### src/rtl/load_store_unit.sv
// rtl/load_store_unit.sv - single-outstanding load/store initiator with lane steering and word-crossing split
module load_store_unit #(
    parameter int SUPPORT_MISALIGNED = 1
) (
    input  logic        clk,
    input  logic        rst_n,
    input  logic        req_valid,
    output logic        req_ready,
    input  logic        req_write,
    input  logic [1:0]  req_size,
    input  logic        req_unsigned,
    input  logic [31:0] req_addr,
    input  logic [31:0] req_wdata,
    output logic        resp_valid,
    output logic [31:0] resp_rdata,
    output logic        resp_error,
    output logic [31:0] mem_address,
    output logic [31:0] mem_write_data,
    output logic        mem_write_enable,
    output logic [3:0]  mem_byte_enable,
    input  logic [31:0] mem_read_data
);

    typedef enum logic [1:0] {IDLE, ACC0, ACC1, RESP} state_t;

    state_t      state, state_nx;
    logic        write_q, uns_q, err_q;
    logic [1:0]  size_q;
    logic [31:0] addr_q, wdata_q, lo_q, hi_q;

    logic        accept, misaligned, req_error;
    logic [3:0]  size_mask;
    logic [7:0]  lane_mask;
    logic [63:0] lane_data;
    logic [31:0] load_word, load_ext;
    logic [31:0] word_addr;

    assign accept     = req_valid && req_ready;
    assign misaligned = (req_size == 2'b01 && req_addr[0]) ||
                        (req_size == 2'b10 && req_addr[1:0] != 2'b00);
    assign req_error  = (req_size == 2'b11) || (SUPPORT_MISALIGNED == 0 && misaligned);
    assign word_addr  = {addr_q[31:2], 2'b00};

    // An 8-lane mask/64-bit data window spans the addressed word and the next one.
    always_comb begin
        case (size_q)
            2'b00:   size_mask = 4'b0001;
            2'b01:   size_mask = 4'b0011;
            default: size_mask = 4'b1111;
        endcase
        lane_mask = {4'b0000, size_mask} << addr_q[1:0];
        lane_data = {32'd0, wdata_q} << {addr_q[1:0], 3'b000};
        load_word = 32'({hi_q, lo_q} >> {addr_q[1:0], 3'b000});
        case (size_q)
            2'b00:   load_ext = uns_q ? {24'd0, load_word[7:0]}
                                      : {{24{load_word[7]}}, load_word[7:0]};
            2'b01:   load_ext = uns_q ? {16'd0, load_word[15:0]}
                                      : {{16{load_word[15]}}, load_word[15:0]};
            default: load_ext = load_word;
        endcase
    end

    always_ff @(posedge clk or negedge rst_n) begin
        if (!rst_n) begin
            state   <= IDLE;
            write_q <= 1'b0;
            uns_q   <= 1'b0;
            err_q   <= 1'b0;
            size_q  <= 2'b00;
            addr_q  <= 32'd0;
            wdata_q <= 32'd0;
            lo_q    <= 32'd0;
            hi_q    <= 32'd0;
        end else begin
            state <= state_nx;
            if (accept) begin
                write_q <= req_write;
                uns_q   <= req_unsigned;
                err_q   <= req_error;
                size_q  <= req_size;
                addr_q  <= req_addr;
                wdata_q <= req_wdata;
                lo_q    <= 32'd0;
                hi_q    <= 32'd0;
            end
            if (state == ACC0 && !write_q) lo_q <= mem_read_data;
            if (state == ACC1 && !write_q) hi_q <= mem_read_data;
        end
    end

    always_comb begin
        state_nx         = state;
        req_ready        = (state == IDLE) && rst_n;
        resp_valid       = 1'b0;
        resp_rdata       = 32'd0;
        resp_error       = 1'b0;
        mem_address      = 32'd0;
        mem_write_data   = 32'd0;
        mem_write_enable = 1'b0;
        mem_byte_enable  = 4'b0000;
        case (state)
            IDLE: begin
                if (accept) state_nx = req_error ? RESP : ACC0;
            end
            ACC0: begin
                mem_address      = word_addr;
                mem_byte_enable  = lane_mask[3:0];
                mem_write_data   = lane_data[31:0];
                mem_write_enable = write_q;
                state_nx         = (lane_mask[7:4] != 4'b0000) ? ACC1 : RESP;
            end
            ACC1: begin
                mem_address      = word_addr + 32'd4;
                mem_byte_enable  = lane_mask[7:4];
                mem_write_data   = lane_data[63:32];
                mem_write_enable = write_q;
                state_nx         = RESP;
            end
            RESP: begin
                resp_valid = 1'b1;
                resp_error = err_q;
                resp_rdata = (err_q || write_q) ? 32'd0 : load_ext;
                state_nx   = IDLE;
            end
            default: state_nx = IDLE;
        endcase
    end

endmodule

### config.mk
export PLATFORM = sky130hd
export DESIGN_NAME = load_store_unit
export DESIGN_NICKNAME = d
export VERILOG_FILES = /design/src/rtl/load_store_unit.sv
export SDC_FILE = /design/constraint.sdc
export NUM_CORES = 1
export LEC_CHECK = 0
export CORE_UTILIZATION = 46
export CTS_CLUSTER_SIZE = 20
export DETAILED_ROUTE_END_ITERATION = 16
export PLACE_DENSITY = 0.75
export SYNTH_ARGS = -nofsm -noshare
export SYNTH_HDL_FRONTEND = slang
export SYNTH_SLANG_ARGS = --single-unit
### constraint.sdc
create_clock -name clk -period 6.1 [get_ports clk]
set_clock_uncertainty 0.05 [all_clocks]
set_input_delay 1.525 -clock clk [delete_from_list [all_inputs] [get_ports clk]]
set_output_delay 1.525 -clock clk [all_outputs]
set_load 0.02 [all_outputs]
Word-level counts from Yosys, hierarchy flattened
Index checks and enable logic that the tools add are counted.
{"block": "op_classes", "n_mux": 19, "add_sub_neg": 1, "n_shift": 3, "eq_ne": 6, "n_reduce_logical": 12}
{"op": "32-bit two-way mux", "n": 7}
{"op": "32-bit one-hot mux with 2 select lines", "n": 3}
{"op": "32-bit by 5-bit << shifter with 64-bit output", "n": 1}
{"op": "64-bit by 5-bit >> shifter with 32-bit output", "n": 1}
{"op": "32-bit by 3-bit adder with 32-bit output, second input constant", "n": 1}
{"op": "4-bit one-hot mux with 2 select lines", "n": 2}
{"op": "2-bit one-hot mux with 4 select lines", "n": 1}
{"op": "4-bit by 2-bit << shifter with 8-bit output", "n": 1}
{"op": "2-bit equality test, second input constant", "n": 3}
{"op": "2-bit by 1-bit equality test with 1-bit output, second input constant", "n": 2}
{"op": "1-bit logical AND", "n": 4}
{"op": "2-bit logical NOT", "n": 2}
{"op": "1-bit two-way mux", "n": 4}
{"op": "2-bit two-way mux", "n": 2}
{"op": "2-bit nonzero test", "n": 2}
{"op": "4-bit nonzero test", "n": 1}
{"op": "2-bit inequality test, second input constant", "n": 1}
{"op": "2-bit OR reduction", "n": 1}
{"op": "1-bit logical NOT", "n": 1}
{"op": "1-bit logical OR", "n": 1}
{"block": "totals", "reg_bits": 135, "output_inout_bits": 104, "wordCells": 50, "input_bits": 103}

Depth between registers and ports, before layout
Gate-level depths: netlist of the first run.
{"block": "depth", "word_depth": 6, "depth_mapped": 8, "ltp_nobuf": 6}

Least setup slack after synthesis of the first run
No wires, ideal clock.
{"block": "synth_path", "path_kind": "flip-flop to output port", "from": "register state[1]", "to": "output port mem_address[10]", "arrival_ps": 2095, "stages_incl_launch_ff": 7, "setup_slack_ps": 2430, "n_path_buf": 2, "cell_sequence": "dfrtp_1 inv_1 ha_1 nand2_1 clkbuf_1 buf_1 o41ai_1"}
{"block": "synth_via", "elab_chain_cells": 2}
{"element": "from (decl)", "line": "26", "text": "state_t state, state_nx;"}
{"element": "from (signal assigned)", "line": "75", "text": "state <= state_nx;"}
{"element": "2-bit equality test / 2-bit by 1-bit equality test with 1-bit output (equally long branches)", "line": "101", "text": "case (state)"}
{"element": "32-bit one-hot mux with 2 select lines *", "line": "101"}
{"element": "to (decl)", "line": "17", "text": "output logic [31:0] mem_address,"}
Every way passes the cells marked *; elsewhere a longest branch is shown, timed or not.

Worst setup path in the final report of the first run
{"block": "layout_path", "from": "register state[1]", "to": "output port mem_write_data[1]"}
{"block": "layout_via", "elab_chain_cells": 2}
{"element": "2-bit equality test / 2-bit by 1-bit equality test with 1-bit output (equally long branches)", "line": "101"}
{"element": "32-bit one-hot mux with 2 select lines *", "line": "101"}
{"element": "to (decl)", "line": "18", "text": "output logic [31:0] mem_write_data,"}
Marks and branches as above.

==> run metrics, run 1 <==
Via density 5.93; number of fill cells 1412; CP Capture Type output port; Max Root-Sink Buffers 2; Synth Register Bits 127; Core Area 17500 µm²; initial antenna violation count 0; Max-Slew Margin vs Limit 28.7%; reg2reg path depth 7; startpoint types flop; Tmin final 5080 ps; final HPWL from detailed placement 17100 µm; area share of xor/xnor cells in the synthesized design 0%; status completed; Post-Route WL 24600 µm; share of cells above drive strength 1 16.5%; # resized after CTS 0; Critical-path top delay cell nor3b_2; Data required, critical path 4530 ps; GPL Wtd Cong 0.848; synth top area cells dfrtp_1, mux2_2, mux4_2; Mapped Area 8310 µm²; Cell Area, Placed 10300 µm²; synthesized instance count 875; Peak VDD IR 325 µV; die width 136 µm; Critical path buffers and inverters 2; top cell type's share of synthesized area 38.2%; worst-margin pin slew 1070 ps; Initial Util 47.6%; DR vias 7523; simple-gate share of the synthesized area 20.9%; Setup TNS Final 0 ps; Fin. Hold Viols 0; area grow syn2layout 31.5%; crit path capture mem_write_data[1]; Max Slew Vio Count 0; total grt overflow 0; register-to-register setup slack 3600 ps; RSZ-0062 raised after global routing no; final setup vio count 0; most common cell in the netlist nand2_1; number of cells on the critical path 7; CP startpoint state[1]$_DFFE_PN0P_; Post-CTS Hold Buffers 0; complex-gate fraction of the synthesized area 12.0%; Data arrival, critical path 3510 ps; Root Buffer clkbuf_16; Total Routing Usage GR 27.5%; LEAKAGE 4.64 nW; number of DRC markers in iteration 0 619; clock slew at reported path FFs 60 ps; # diodes 0; Remaining DRCs 0; max frequency 197 MHz; CTS H-Tree Depth 4; HP Class flop to flop; top cell type by total area after synthesis dfrtp_1; CP Max Fanout 13; Syn Area/Cell 9.50 µm²; Synth async-reset ratio 100%; multiplexer share of the synthesized area 22.1%; first-pass GRT wire length 39000 µm; antenna viol nets, final 0; crit-path cells inv_1 -> ha_1 -> nand2b_1 -> nor3b_2 -> nand2_1 -> o21ai_0 -> clkdlybuf4s50_1; EDFF count, synth 0; power density over the cells 555 nW/µm²; Final Instance Area 10900 µm²; crit-path max cell delay 730 ps; MaxCap Viol Count 0; die extent in y 136 µm; Rows 48; Final #Nets 1141; Synthesis Warnings 0; largest net degree at the start of global routing 76; Commonest cells post-synth nand2_1, dfrtp_1, mux2_2; CP top delay family simple AND/OR/NAND/NOR gates; sequential fraction of the synthesis area 38.2%; CTS tree done; vias in the first global route 7055; Period Utilization, post-route 83.3%; Synth Flop Type dfrtp_1; Wirelength per Cell 19.4 µm; Setup Buffers After CTS 0; worst skew pair latency 420 ps; die area 18600 µm²; post-synthesis cell type count 62; Pre-Repair DR Iteration Count 5; worst r2r src state[0]$_DFFE_PN0P_; CTS Sinks 127; largest family of logic cells by synthesized area multiplexers; Reg2Reg Capture Point state[0]$_DFFE_PN0P_; io pins 207; Synth Area in Adders 1.05%; port bufs 204; TritonCTS buffer count 17; Crit Path Class flop to output port
where the power goes:
part	internal (W)	switching, W	total (W)
Clock	0.000608	0.000411	0.00102
Combinational	0.00155	0.00165	0.00321
Sequential	0.00125	0.000596	0.00184
layout by cell type (no fill, tap or decap), types with 13 or more instances in the layout:
cell type | netlist | final
nand3_1 | 68 | 67
inv_1 | 19 | 19
and2_1 | 20 | 20
a31oi_1 | 13 | 13
nand2_1 | 168 | 168
o21ai_0 | 42 | 42
mux4_2 | 29 | 29
a22o_1 | 13 | 13
a21oi_1 | 28 | 28
nor2_1 | 21 | 21
clkbuf_16 | 0 | 17
mux2_2 | 74 | 74
and3_1 | 17 | 17
dfrtp_1 | 127 | 125
mux2i_1 | 29 | 29
nor2b_1 | 14 | 13
clkdlybuf4s50_1 | 0 | 203
sequential cells by signal, indices dropped and copies added (netlist names):
| register | flops |
|---|---|
| addr_q | 32 |
| lo_q | 32 |
| wdata_q | 32 |
| hi_q | 24 |
| size_q | 2 |
| state | 2 |
| err_q | 1 |
| uns_q | 1 |
| write_q | 1 |
worst min-delay path: stages (launching register included):
cell	delay (ps)
dfrtp_1	340
nand3_1	70
nand2_1	60
worst min path at each step:
| stage | end | slack (ps) | start | depth (start not counted) |
|---|---|---|---|---|
| 5_1_grt | hi_q[18]$_DFFE_PN0P_ | 460 | hi_q[18]$_DFFE_PN0P_ | 2 |
| 3_5_place_dp | hi_q[18]$_DFFE_PN0P_ | 430 | hi_q[18]$_DFFE_PN0P_ | 2 |
| 3_3_place_gp | hi_q[16]$_DFFE_PN0P_ | 430 | hi_q[16]$_DFFE_PN0P_ | 2 |
| 6_report | hi_q[18]$_DFFE_PN0P_ | 450 | hi_q[18]$_DFFE_PN0P_ | 2 |
| 4_1_cts | hi_q[22]$_DFFE_PN0P_ | 450 | hi_q[22]$_DFFE_PN0P_ | 2 |
| 2_1_floorplan | hi_q[16]$_DFFE_PN0P_ | 410 | hi_q[16]$_DFFE_PN0P_ | 2 |
metal layers:
layer  up-vias  track usage [%]  part of all wire, %
met2       344             42.3                   48
met3        53             4.85                  6.7
met4         0             12.4                  3.2
met5         -                0                    0
li1       3468                -                    -
met1      3658             37.8                   43
kinds of logic after synthesis:
kind of cell,after synthesis
AND/OR/NAND/NOR,355
buffers and inverters,98
AO/OA/AOI/OAI,152
adder cells (fa/ha/maj),7
multiplexers,135
flip-flops,127
other,1
cell type report:
type                            instances  area, µm²  area share [%]
Clock inverter                         14        155            1.42
Sequential cell                       127       3180            29.1
Clock buffer                           18        429            3.93
Multi-Input combinational cell        651       4690            42.9
Tap cell                              225        282            2.58
Timing Repair Buffer                  214       2120            19.4
Inverter                               20       75.1           0.687
per-stage QoR:
step	hold slack, ps	std cells	power [W]	utilization [%]	worst slack [ps]
3_5_place_dp	434	1237	0.00502	59.2	1570
2_1_floorplan	411	876	0.00394	-	2430
4_1_cts	451	1269	0.00607	62.6	1110
3_3_place_gp	428	1237	0.00495	59.2	1590
6_report	446	1269	0.00607	62.6	1020
5_1_grt	462	1269	0.00647	62.6	887
(Power assumes the default switching activity.)
==> run 2: changes to the inputs <==
Clock period 6.1 ns to 5.05 ns, I/O delays scaled along.
==> run 2 against run 1 <==
- first-iteration DRC count up 16%
- sequential power increased by 22%
- critical path depth fell by 2
- total power is 22% higher
- critical path type unchanged
- critical endpoint is now resp_rdata[19]
==> run metrics, run 2 (same netlist as run 1, synthesis figures left out) <==
Total Routing Usage GR 27.6% (+0.10 points); clock slew at reported path FFs 60 ps (about the same); GPL Wtd Cong 0.846 (-0.26%); first-pass GRT wire length 39100 µm (+0.14%); RSZ-0062 raised after global routing no; most common cell after layout, fill and taps aside clkdlybuf4s50_1; HP Class flop to flop; most frequent cells in the layout clkdlybuf4s50_1, nand2_1, dfrtp_1; power density over the cells 673 nW/µm² (+21%); # resized after CTS 0 (unchanged); Max Root-Sink Buffers 2 (unchanged); Finished Layout Cells 1270 (+0.079%); Via density 5.98 (+0.90%); final worst setup slack 423 ps (-595 ps); die area 18600 µm² (unchanged); Fin Hold WS 448 ps (+1.92 ps); crit-path cells mux4_1 -> mux2i_1 -> or4_4 -> o21ai_0 -> clkdlybuf4s50_1; CP Max Fanout 51 (+38); Period Utilization, post-route 91.6%; share of cells above drive strength 1 16.7% (+0.18 points); DR vias 7597 (+0.98%); CTS Sinks 127 (unchanged); LEAKAGE 4.66 nW (+0.45%); Multi-input gate area 4690 µm² (+0.11%); pre-CTS setup slack 883 ps (-683 ps); status completed; TritonCTS buffer count 17 (unchanged); largest net degree at the start of global routing 86 (+13%); worst skew pair latency 430 ps (about the same); Initial Util 47.6% (unchanged); Remaining DRCs 0 (unchanged); Pre-Repair DR Iteration Count 5 (unchanged); Inst Count DP 1238 (+0.081%); register area 3180 µm² (unchanged); worst-margin pin slew 1050 ps (-19.2 ps); Tmin final 4630 ps; number of fill cells 1431 (+1.3%); Root Buffer clkbuf_16; final setup vio count 0 (unchanged); total grt overflow 0 (unchanged); MaxCap Viol Count 0 (unchanged); Core Area 17500 µm² (unchanged); CP Capture Type output port; die width 136 µm (unchanged); port bufs 204 (unchanged); die extent in y 136 µm (unchanged); CTS H-Tree Depth 4 (unchanged); max frequency 216 MHz; Wirelength per Cell 20.0 µm (+2.8%); Crit Path Class flop to output port; total power 0.00738 W (+22%); Data required, critical path 3740 ps (-790 ps); Setup Buffers After CTS 0 (unchanged); number of DRC markers in iteration 0 720 (+16%); Final #Nets 1142 (+0.088%); io pins 207 (unchanged); Fin. Hold Viols 0 (unchanged); final HPWL from detailed placement 17400 µm (+2.1%); Max-Slew Margin vs Limit 30.0% (+1.3 points); startpoint types flop; Peak VDD IR 373 µV (+15%); top flop regs addr_q (32), lo_q (32), wdata_q (32); initial antenna violation count 0 (unchanged); # diodes 0 (unchanged); crit-path max cell delay 930 ps (+200 ps); Rows 48 (unchanged); Post-CTS Hold Buffers 0 (unchanged); Max Slew Vio Count 0 (unchanged); Data arrival, critical path 3310 ps (-200 ps); antenna viol nets, final 0 (unchanged); area grow syn2layout 31.8%; vias in the first global route 6965 (-1.3%); CTS tree done; Critical-path top delay cell dfrtp_4; Post-Route WL 25300 µm (+2.9%); Setup TNS Final 0 ps (unchanged)
==> run 2: per-layer routing <==
metal  vias up  GRT usage, %  share of wire, %
li1       3482             -                 -
met1      3671          38.0                41
met5         -             0                 0
met3        57          4.33               7.8
met2       387          43.1                48
met4         0          11.8               3.2
==> run 2: per-stage QoR <==
step                      instance area (µm²)  util (%)
after floorplan                          8320         -
after global placement                  10400      59.3
after detailed placement                10400      59.3
after CTS                               11000      62.7
after global routing                    11000      62.7
final                                   11000      62.7
==> run 2: worst paths after layout <==
| check | start | end | slack, ps | cells after the start |
|---|---|---|---|---|
| min in group asynchronous | rst_n | addr_q[12]$_DFFE_PN0P_ | 1000 | 2 |
| hold reg to reg | hi_q[22]$_DFFE_PN0P_ | hi_q[22]$_DFFE_PN0P_ | 450 | 2 |
| hold / removal | hi_q[22]$_DFFE_PN0P_ | hi_q[22]$_DFFE_PN0P_ | 450 | 2 |
| setup reg to reg | state[0]$_DFFE_PN0P_ | state[0]$_DFFE_PN0P_ | 2500 | 6 |
| max in group asynchronous | rst_n | addr_q[0]$_DFFE_PN0P_ | 2460 | 3 |
| setup / recovery | addr_q[0]$_DFFE_PN0P_ | resp_rdata[19] | 420 | 5 |
==> run 2: cell type report <==
cell class / instances / share of cell area [%]
Multi-Input combinational cell: 651 / 42.8
Sequential cell: 127 / 29.1
Timing Repair Buffer: 215 / 19.5
Clock buffer: 17 / 3.88
Tap cell: 225 / 2.57
Clock inverter: 15 / 1.45
Inverter: 20 / 0.685
==> run 2: critical path, delay by kind of cell (launching register included) <==
kind	cells	cell delay, ps
buf+inv	1	650
mux	2	510
compound gates	1	130
simple gates	1	630
flops	1	930
==> run 2: power breakdown <==
group / total, W / internal [W] / switching (W) / leakage [nW]
clock: 0.00122 / 0.000664 / 0.000555 / 0.290
sequential: 0.00225 / 0.00151 / 0.000740 / 1.56
combinational: 0.00391 / 0.00189 / 0.00202 / 2.81
==> run 3: changes to the inputs <==
Settings changed: CAP_MARGIN from default to 20, GPL_TIMING_DRIVEN from default to 0.
==> run 3 against run 2 <==
- total power increased by 4.5%
- die area unchanged
- clock-buffer cell count increased by 1
- critical path type unchanged
- critical endpoint is now mem_address[22]
==> run metrics, run 3 (same netlist as run 1, synthesis figures left out) <==
worst skew pair latency 420 ps (about the same); number of DRC markers in iteration 0 695 (-3.5%); Total Routing Usage GR 31.3% (+3.7 points); MaxCap Viol Count 0 (unchanged); port bufs 204 (unchanged); Fin. Hold Viols 0 (unchanged); Final Core Density 64.5% (+1.8 points); die extent in y 136 µm (unchanged); pre-CTS setup slack 814 ps (-69.1 ps); initial antenna violation count 0 (unchanged); Final #Nets 1210 (+6.0%); HP Class flop to flop; max frequency 211 MHz (-2.3%); final HPWL from detailed placement 20300 µm (+17%); combinational power share 56.5% (+3.5 points); Cell Area, Placed 10700 µm² (+2.9%); Setup TNS Final 0 ps (unchanged); GPL Wtd Cong 0.917 (+8.4%); Rows 48 (unchanged); DR vias 7942 (+4.5%); first-pass GRT wire length 43400 µm (+11%); clock slew at reported path FFs 70 ps (about the same); Data arrival, critical path 3420 ps (+110 ps); clock power share 16.5% (about the same); Sw Share 44.7% (-0.26 points); Pre-Repair DR Iteration Count 6 (+1); Post-Route WL 27900 µm (+10%); most common cell after layout, fill and taps aside clkdlybuf4s50_1; Remaining DRCs 0 (unchanged); Crit Path Class flop to output port; Finished Layout Cells 1338 (+5.4%); vias in the first global route 7656 (+9.9%); register area 3180 µm² (-0.16%); final setup vio count 0 (unchanged); total grt overflow 0 (unchanged); Period Utilization, post-route 93.8% (+2.1 points); Seq pwr share 27.0% (-3.4 points); startpoint types flop; RSZ-0062 raised after global routing no; Inst Count DP 1306 (+5.5%); Multi-input gate area 4670 µm² (-0.43%); number of fill cells 1463 (+2.2%); Int Power 0.00426 W (+5.0%); CP Capture Type output port; Wirelength per Cell 20.9 µm (+4.6%); Core Area 17500 µm² (unchanged); largest net degree at the start of global routing 90 (+4.7%); Max Slew Vio Count 0 (unchanged); die area 18600 µm² (unchanged); antenna viol nets, final 0 (unchanged); CTS H-Tree Depth 4 (unchanged); Final Instance Area 11300 µm² (+2.9%); Max-Slew Margin vs Limit 46.9% (+17 points); worst-margin pin slew 793 ps (-257 ps); Post-CTS Hold Buffers 0 (unchanged); # diodes 0 (unchanged); io pins 207 (unchanged); Root Buffer clkbuf_16; status completed; most frequent cells in the layout clkdlybuf4s50_1, nand2_1, dfrtp_1; Via density 5.94 (-0.77%); Initial Util 47.6% (unchanged); die width 136 µm (unchanged); Max Root-Sink Buffers 2 (unchanged); CP Max Fanout 10 (-80%); # resized after CTS 0 (unchanged); share of cells above drive strength 1 16.6% (-0.029 points); CTS Sinks 127 (unchanged); LEAKAGE 4.81 nW (+3.2%); Data required, critical path 3740 ps (about the same); area grow syn2layout 35.6%; top flop regs addr_q (32), lo_q (32), wdata_q (32); power density over the cells 684 nW/µm² (+1.6%); final worst setup slack 314 ps (-108 ps); Setup Buffers After CTS 0 (unchanged); Peak VDD IR 373 µV (about the same); NetSw 0.00345 W (+3.9%); CTS tree done; Tmin final 4740 ps (+108 ps); TritonCTS buffer count 17 (unchanged)
-- run 3: cell count changes in the layout (fill, tap and decap cells not counted), moves of 2 or more --
cell,change
buf_1,+6
buf_4,-2
clkinv_4,+2
clkbuf_1,+47
clkinv_8,-2
buf_2,+13
dfrtp_1,+2
buf_6,+3
bufinv_16,+2
inv_8,-4
-- run 3: per-stage QoR --
stage / hold WS [ps] / total power (W)
after CTS: 445 / 0.00765
final: 445 / 0.00771
after floorplan: 411 / 0.00476
after global routing: 477 / 0.00815
after detailed placement: 429 / 0.00636
after global placement: 426 / 0.00628
-- run 3: power groups by stage --
stage	combinational [W]	clock, W	sequential [W]
5_1_grt	0.00469	0.00133	0.00214
2_1_floorplan	0.00290	0	0.00186
6_report	0.00436	0.00127	0.00208
3_3_place_gp	0.00424	0	0.00204
4_1_cts	0.00432	0.00128	0.00205
3_5_place_dp	0.00430	0	0.00206
-- run 3: final timing paths --
kind                                      start                 endpoint  slack, ps  cells after the start
setup / recovery           state[1]$_DFFE_PN0P_          mem_address[22]        310                      8
hold / removal             hi_q[16]$_DFFE_PN0P_     hi_q[16]$_DFFE_PN0P_        440                      2
setup reg to reg           state[1]$_DFFE_PN0P_   wdata_q[3]$_DFFE_PN0P_       2520                      6
hold reg to reg            hi_q[16]$_DFFE_PN0P_     hi_q[16]$_DFFE_PN0P_        440                      2
max in group asynchronous                 rst_n  wdata_q[14]$_DFFE_PN0P_       3460                      2
min in group asynchronous                 rst_n   addr_q[11]$_DFFE_PN0P_        710                      1
-- run 3: critical path, stage by stage (launching register included) --
cell,delay [ps]
dfrtp_1,420
inv_1,100
ha_1,400
and2_1,150
clkbuf_1,350
clkbuf_1,520
nand2_1,100
o21ai_0,290
clkdlybuf4s50_1,660
-- run 3: area by class of cell --
type | instances | share of cell area, %
Multi-Input combinational cell | 651 | 41.5
Clock inverter | 14 | 1.48
Tap cell | 225 | 2.50
Sequential cell | 127 | 28.2
Buffer | 78 | 3.46
Timing Repair Buffer | 205 | 18.4
Clock buffer | 18 | 3.89
Inverter | 20 | 0.666
-- run 3: per-layer routing --
layer	GRT usage [%]	share of wire, %
met5	0	0
met4	12.9	3.3
met3	5.56	8.1
met2	49.8	48
met1	42.1	41
